<file path="config.mk">
export PLATFORM = sky130hd
export DESIGN_NAME = hazard_ctrl
export DESIGN_NICKNAME = d
export VERILOG_FILES = /design/src/rtl/hazard_ctrl.sv
export SDC_FILE = /design/constraint.sdc
export NUM_CORES = 1
export LEC_CHECK = 0
export ABC_CLOCK_PERIOD_IN_PS = 1700
export BUFFER_PORTS_ARGS = -buffer_cell sky130_fd_sc_hd__buf_2
export CAP_MARGIN = 0
export CELL_PAD_IN_SITES_DETAIL_PLACEMENT = 0
export CELL_PAD_IN_SITES_GLOBAL_PLACEMENT = 1
export CORE_MARGIN = 1.5
export CORE_UTILIZATION = 24
export DETAILED_ROUTE_END_ITERATION = 10
export PLACE_DENSITY = 0.86
export SLEW_MARGIN = 5
export SYNTH_ARGS = -nofsm -noshare
export SYNTH_HDL_FRONTEND = slang
export SYNTH_SLANG_ARGS = --single-unit
</file>
<file path="constraint.sdc">
create_clock -name clk -period 1.7 [get_ports clk]
set_clock_uncertainty 0.1 [all_clocks]
set_input_delay 0.17 -clock clk [delete_from_list [all_inputs] [get_ports clk]]
set_output_delay 0.17 -clock clk [all_outputs]
set_load 0.005 [all_outputs]
</file>
<file path="src/rtl/hazard_ctrl.sv">
// Pipeline hazard controller for the 5-stage RV32I core.
// Produces PC/IF/ID stall, IF/ID flush, ID/EX bubble and memory-wait freeze controls,
// plus registered EX forwarding selects.
// Optional performance counters are enabled by defining HAZARD_PERF_EN.
module hazard_ctrl #(
  parameter int unsigned FLUSH_CYCLES = 1,
  parameter int unsigned CNT_W        = 32
) (
  input  logic       clk,
  input  logic       rst,
  input  logic       id_valid,
  input  logic [4:0] id_rs1,
  input  logic [4:0] id_rs2,
  input  logic       id_use_rs1,
  input  logic       id_use_rs2,
  input  logic       ex_valid,
  input  logic [4:0] ex_rd,
  input  logic       ex_regwrite,
  input  logic       ex_memread,
  input  logic       mem_valid,
  input  logic [4:0] mem_rd,
  input  logic       mem_regwrite,
  input  logic       branch_taken,
  input  logic       dmem_req,
  input  logic       dmem_ready,
  output logic       pc_stall,
  output logic       ifid_stall,
  output logic       ifid_flush,
  output logic       idex_bubble,
  output logic       pipe_freeze,
  output logic [1:0] fwd_a,
  output logic [1:0] fwd_b,
  output logic [1:0] state
`ifdef HAZARD_PERF_EN
  ,
  output logic [CNT_W-1:0] perf_stall_cnt,
  output logic [CNT_W-1:0] perf_flush_cnt
`endif
);

  typedef enum logic [1:0] {
    StRun     = 2'b00,
    StMemWait = 2'b01,
    StFlush   = 2'b10
  } state_e;

  localparam logic [2:0] FlushInit = 3'(FLUSH_CYCLES - 1);

  state_e     state_q, state_d;
  logic [2:0] cnt_q, cnt_d;
  logic [1:0] fwd_a_q, fwd_a_d;
  logic [1:0] fwd_b_q, fwd_b_d;

  logic mem_stall;
  logic load_use;

  assign mem_stall = dmem_req & ~dmem_ready;
  assign load_use  = id_valid & ex_valid & ex_memread & (ex_rd != 5'd0) &
                     ((id_use_rs1 & (ex_rd == id_rs1)) | (id_use_rs2 & (ex_rd == id_rs2)));

  // Select the producer that will sit in EX/MEM (01) or MEM/WB (10) next cycle; x0 never matches.
  function automatic logic [1:0] fwd_sel(input logic [4:0] rs);
    if (ex_valid && ex_regwrite && ex_rd != 5'd0 && ex_rd == rs) begin
      return 2'b01;
    end else if (mem_valid && mem_regwrite && mem_rd != 5'd0 && mem_rd == rs) begin
      return 2'b10;
    end else begin
      return 2'b00;
    end
  endfunction

  // State, flush counter and forwarding-select registers.
  always_ff @(posedge clk) begin
    if (rst) begin
      state_q <= StRun;
      cnt_q   <= 3'd0;
      fwd_a_q <= 2'b00;
      fwd_b_q <= 2'b00;
    end else begin
      state_q <= state_d;
      cnt_q   <= cnt_d;
      fwd_a_q <= fwd_a_d;
      fwd_b_q <= fwd_b_d;
    end
  end

  // Next-state and flush-counter logic; memory stall always wins over branch and load-use.
  always_comb begin
    state_d = state_q;
    cnt_d   = cnt_q;
    unique case (state_q)
      StRun: begin
        if (mem_stall) begin
          state_d = StMemWait;
        end else if (branch_taken && FLUSH_CYCLES > 1) begin
          state_d = StFlush;
          cnt_d   = FlushInit;
        end
      end
      StMemWait: begin
        // A branch in EX is frozen here and re-presents once back in RUN.
        if (dmem_ready) state_d = StRun;
      end
      StFlush: begin
        if (!mem_stall) begin
          cnt_d = cnt_q - 3'd1;
          if (cnt_q <= 3'd1) state_d = StRun;
        end
      end
      default: state_d = StRun;
    endcase
  end

  // Stall/flush/bubble/freeze outputs decoded from state and this cycle's inputs.
  always_comb begin
    pc_stall    = 1'b0;
    ifid_stall  = 1'b0;
    ifid_flush  = 1'b0;
    idex_bubble = 1'b0;
    pipe_freeze = 1'b0;
    unique case (state_q)
      StRun: begin
        if (mem_stall) begin
          pc_stall    = 1'b1;
          ifid_stall  = 1'b1;
          pipe_freeze = 1'b1;
        end else if (branch_taken) begin
          ifid_flush  = 1'b1;
          idex_bubble = 1'b1;
        end else if (load_use) begin
          pc_stall    = 1'b1;
          ifid_stall  = 1'b1;
          idex_bubble = 1'b1;
        end
      end
      StMemWait: begin
        if (!dmem_ready) begin
          pc_stall    = 1'b1;
          ifid_stall  = 1'b1;
          pipe_freeze = 1'b1;
        end
      end
      StFlush: begin
        if (mem_stall) begin
          pc_stall    = 1'b1;
          ifid_stall  = 1'b1;
          pipe_freeze = 1'b1;
        end else begin
          ifid_flush  = 1'b1;
          idex_bubble = 1'b1;
        end
      end
      default: ;
    endcase
  end

  // Forwarding selects follow ID/EX: hold on freeze, clear on bubble, else load the new match.
  always_comb begin
    fwd_a_d = fwd_a_q;
    fwd_b_d = fwd_b_q;
    if (pipe_freeze) begin
      fwd_a_d = fwd_a_q;
      fwd_b_d = fwd_b_q;
    end else if (idex_bubble || ifid_flush) begin
      fwd_a_d = 2'b00;
      fwd_b_d = 2'b00;
    end else begin
      fwd_a_d = fwd_sel(id_rs1);
      fwd_b_d = fwd_sel(id_rs2);
    end
  end

  assign fwd_a = fwd_a_q;
  assign fwd_b = fwd_b_q;
  assign state = state_q;

`ifdef HAZARD_PERF_EN
  logic [CNT_W-1:0] stall_cnt_q, stall_cnt_d;
  logic [CNT_W-1:0] flush_cnt_q, flush_cnt_d;
  logic             flush_accept;

  assign flush_accept = (state_q == StRun) & ~mem_stall & branch_taken;

  // Saturating counters for stall cycles and accepted taken branches.
  always_comb begin
    stall_cnt_d = stall_cnt_q;
    flush_cnt_d = flush_cnt_q;
    if (pc_stall && stall_cnt_q != '1) stall_cnt_d = stall_cnt_q + 1'b1;
    if (flush_accept && flush_cnt_q != '1) flush_cnt_d = flush_cnt_q + 1'b1;
  end

  // Performance counter registers.
  always_ff @(posedge clk) begin
    if (rst) begin
      stall_cnt_q <= '0;
      flush_cnt_q <= '0;
    end else begin
      stall_cnt_q <= stall_cnt_d;
      flush_cnt_q <= flush_cnt_d;
    end
  end

  assign perf_stall_cnt = stall_cnt_q;
  assign perf_flush_cnt = flush_cnt_q;
`endif

endmodule

</file>
==> results.yml <==
global_route:
  grt_pass1_vias: 599
  grt_max_degree: 6
  grt_pass1_wl_microns: 2518
  track_usage_pct: 12.70
  antenna_found_initial: 0
  overflow: 0
worst_setup_path:
  start_kind: "primary input"
  worstReg2RegEnd: "fwd_b[1]$_SDFFE_PP0N_"
  critPathCaptureType: "output port"
  setup.worst_path.start: "ex_rd[1]"
  endpoint: "ifid_stall"
  slowest_stage: "nor3_2"
  r2r_slack_ps: 290
  path_class: "primary input to output port"
  critical_path.top_delay_family: "simple AND/OR/NAND/NOR gates"
  cp_num_cells: 7
  critPathBufInv: 2
  path_cells: "buf_2, xor2_1, nor3_2, nand3_1, a21boi_1, a21o_1, buf_2"
  reg2reg_depth: 5
  slowest_delay_ps: 230
  crit_top_cell: "buf_2"
  r2r-start: "state[0]$_SDFFE_PP0P_"
  critPathMaxFanout: 3
  cp.required_ps: 1430
  worst-endpoint-arrival_ps: 1290
power:
  cellInternalPower_uw: 276.2
  power.density_mw_per_mm2: 486.4
  seqPwrFrac_pct: 30.6
  p_leak_nw: 0.4064
  switching_share_pct: 30.08
  pwr-share-comb_pct: 35.8
  clkPwrFrac_pct: 33.6
  ir_drop_uv: 265.1
  power_switching_uw: 118.8
clocking:
  clock-sinks: 5
  cts_resized: 0
  h-tree-depth: 1
  cts_tree: "built"
  cts_setup_buffers: 0
  cts_buffers: 3
  clock_latency_ps: 240
  holdBufCountCts: 0
  clock_path_buffers: 2
  cts_root_buf: "clkbuf_4"
  path_clk_slew_ps: 40
synth:
  synthTopCellsByArea: "xor2_1 (32%), dfxtp_1 (18%), nand3_1 (6.4%), nor3_1 (4.6%), nand2_1 (4.1%)"
  ys_top_cells_by_count: "xor2_1 (20), nand3_1 (7), nand2_1 (6)"
  syn_nets: 105
  ys_types: 23
  netlist_area_sq_um: 545.5
  ys_seq_area_share_pct: 18.35
  synth-edff-count: 0
  syn_avg_cell_area_sq_um: 7.577
  async_reset_ff_share_pct: 0
  synth-warning-count: 0
  synth_area_leader_cell: "xor2_1"
  synth_cells: 72
  synth_most_common_cell: "xor2_1"
  ys_seq_elements: 5
  yosysTopAreaCellShare_pct: 32.11
  synth_flop_cell: "dfxtp_1"
die:
  die_h_microns: 50.68
  start_util_pct: 25.14
  ios: 44
  die_w_microns: 50.68
  core.rowCount: 17
  die_area_sq_mm: 0.002568
  core_sq_mm: 0.002170
layout:
  utilization_pct: 37.43
  fin_nets: 150
  syn2layout_area_growth_pct: 48.85
  drive_gt1_share_pct: 44.83
  fillers: 263
  diodes: 0
timing:
  post-route-period-util_pct: 91.82
  hold_violations: 0
  finalSetupTns_ps: 0
  final.min_clock_period_ps: 1561
  fmax_mhz: 640.7
  finalHoldWorstSlack_ps: 62.85
  slew_violations: 0
  rsz0062_at_grt: "false"
  setup_viol: 0
route:
  vias: 630
  drc: 0
  drtIter0Drc: 3
  detail-route-antenna-nets: 0
  drt-pass1-iter-count: 3
  viasPerCell: 4.375
  wirelength_microns: 1547
  wire_per_inst_microns: 10.74
outcome:
  status: "complete, no violations"
worst_hold_path:
  hold_class: "primary input to flop"
place:
  hpwl_microns: 1399
  portBuffers: 42
  gp_congestion: 0.7235
run:
  drv_cap: 0
worst min-delay path by stage:
stage	startpoint	to	cells past startpoint
2_1_floorplan	rst	state[0]$_SDFFE_PP0P_	1
3_3_place_gp	rst	state[0]$_SDFFE_PP0P_	2
3_5_place_dp	rst	state[0]$_SDFFE_PP0P_	2
4_1_cts	rst	state[0]$_SDFFE_PP0P_	2
5_1_grt	rst	state[0]$_SDFFE_PP0P_	2
6_report	rst	state[0]$_SDFFE_PP0P_	2
layout by cell type (no fill, tap or decap):
| master | instances |
|---|---|
| nand3b_2 | 1 |
| a21boi_1 | 1 |
| conb_1 | 1 |
| and2_1 | 1 |
| o21bai_2 | 1 |
| nor4_1 | 2 |
| nand3_1 | 7 |
| nor3_1 | 3 |
| nor2_1 | 5 |
| nand2_1 | 6 |
| buf_2 | 42 |
| inv_1 | 2 |
| nor3_2 | 2 |
| xor2_1 | 20 |
| a21o_1 | 1 |
| dfxtp_1 | 5 |
| a21oi_2 | 1 |
| o21ai_1 | 2 |
| o31ai_1 | 2 |
| or4_4 | 1 |
| a21oi_1 | 3 |
| nand2b_1 | 1 |
| clkbuf_1 | 1 |
| o21a_1 | 1 |
| o211ai_2 | 1 |
| clkbuf_4 | 3 |
final cells by class:
type                    instances  area (sq um)  area share (%)
clock buffers                   4         26.28           3.236
inverters                       2         7.507          0.9245
multi-input cells              63         432.9           53.31
flip-flops and latches          5         100.1           12.33
well taps                      28         35.03           4.314
repair buffers                 42         210.2           25.89
state kept, by name, indices dropped and copies added (netlist names):
signal	count
fwd_a	2
fwd_b	2
state	1
power groups by stage:
stage | sequential (mW) | clock, mW | combinational, mW
floorplan | 0.123 | 0 | 0.0671
global placement | 0.123 | 0 | 0.134
detailed placement | 0.123 | 0 | 0.138
CTS | 0.121 | 0.139 | 0.139
global route | 0.121 | 0.147 | 0.157
finish | 0.121 | 0.133 | 0.141
metal layers:
metal	GRT usage (%)	routed length, microns
met1	16.85	701
met2	19.96	709
met3	2.381	136
met4	5.405	0
met5	0	0
cell families after synthesis:
group | Yosys count | synth area share (%)
simple gates | 29 | 27.29
buf+inv | 4 | 4.128
other cells | 1 | 0.6874
flops | 5 | 18.35
xor+xnor | 20 | 32.11
compound gates | 13 | 17.43
stage by stage:
| stage | power, mW | area [sq um] | instances | setup WS [ps] |
|---|---|---|---|---|
| 2_1_floorplan | 0.1899 | 545.5 | 72 | 320.0 |
| 3_3_place_gp | 0.2568 | 775.7 | 140 | 88.24 |
| 3_5_place_dp | 0.2610 | 775.7 | 140 | 44.82 |
| 4_1_cts | 0.3986 | 802.0 | 144 | 34.82 |
| 5_1_grt | 0.4257 | 812.0 | 144 | 12.33 |
| 6_report | 0.3950 | 812.0 | 144 | 139.1 |
No activity file was read; power rests on OpenSTA's default activity.
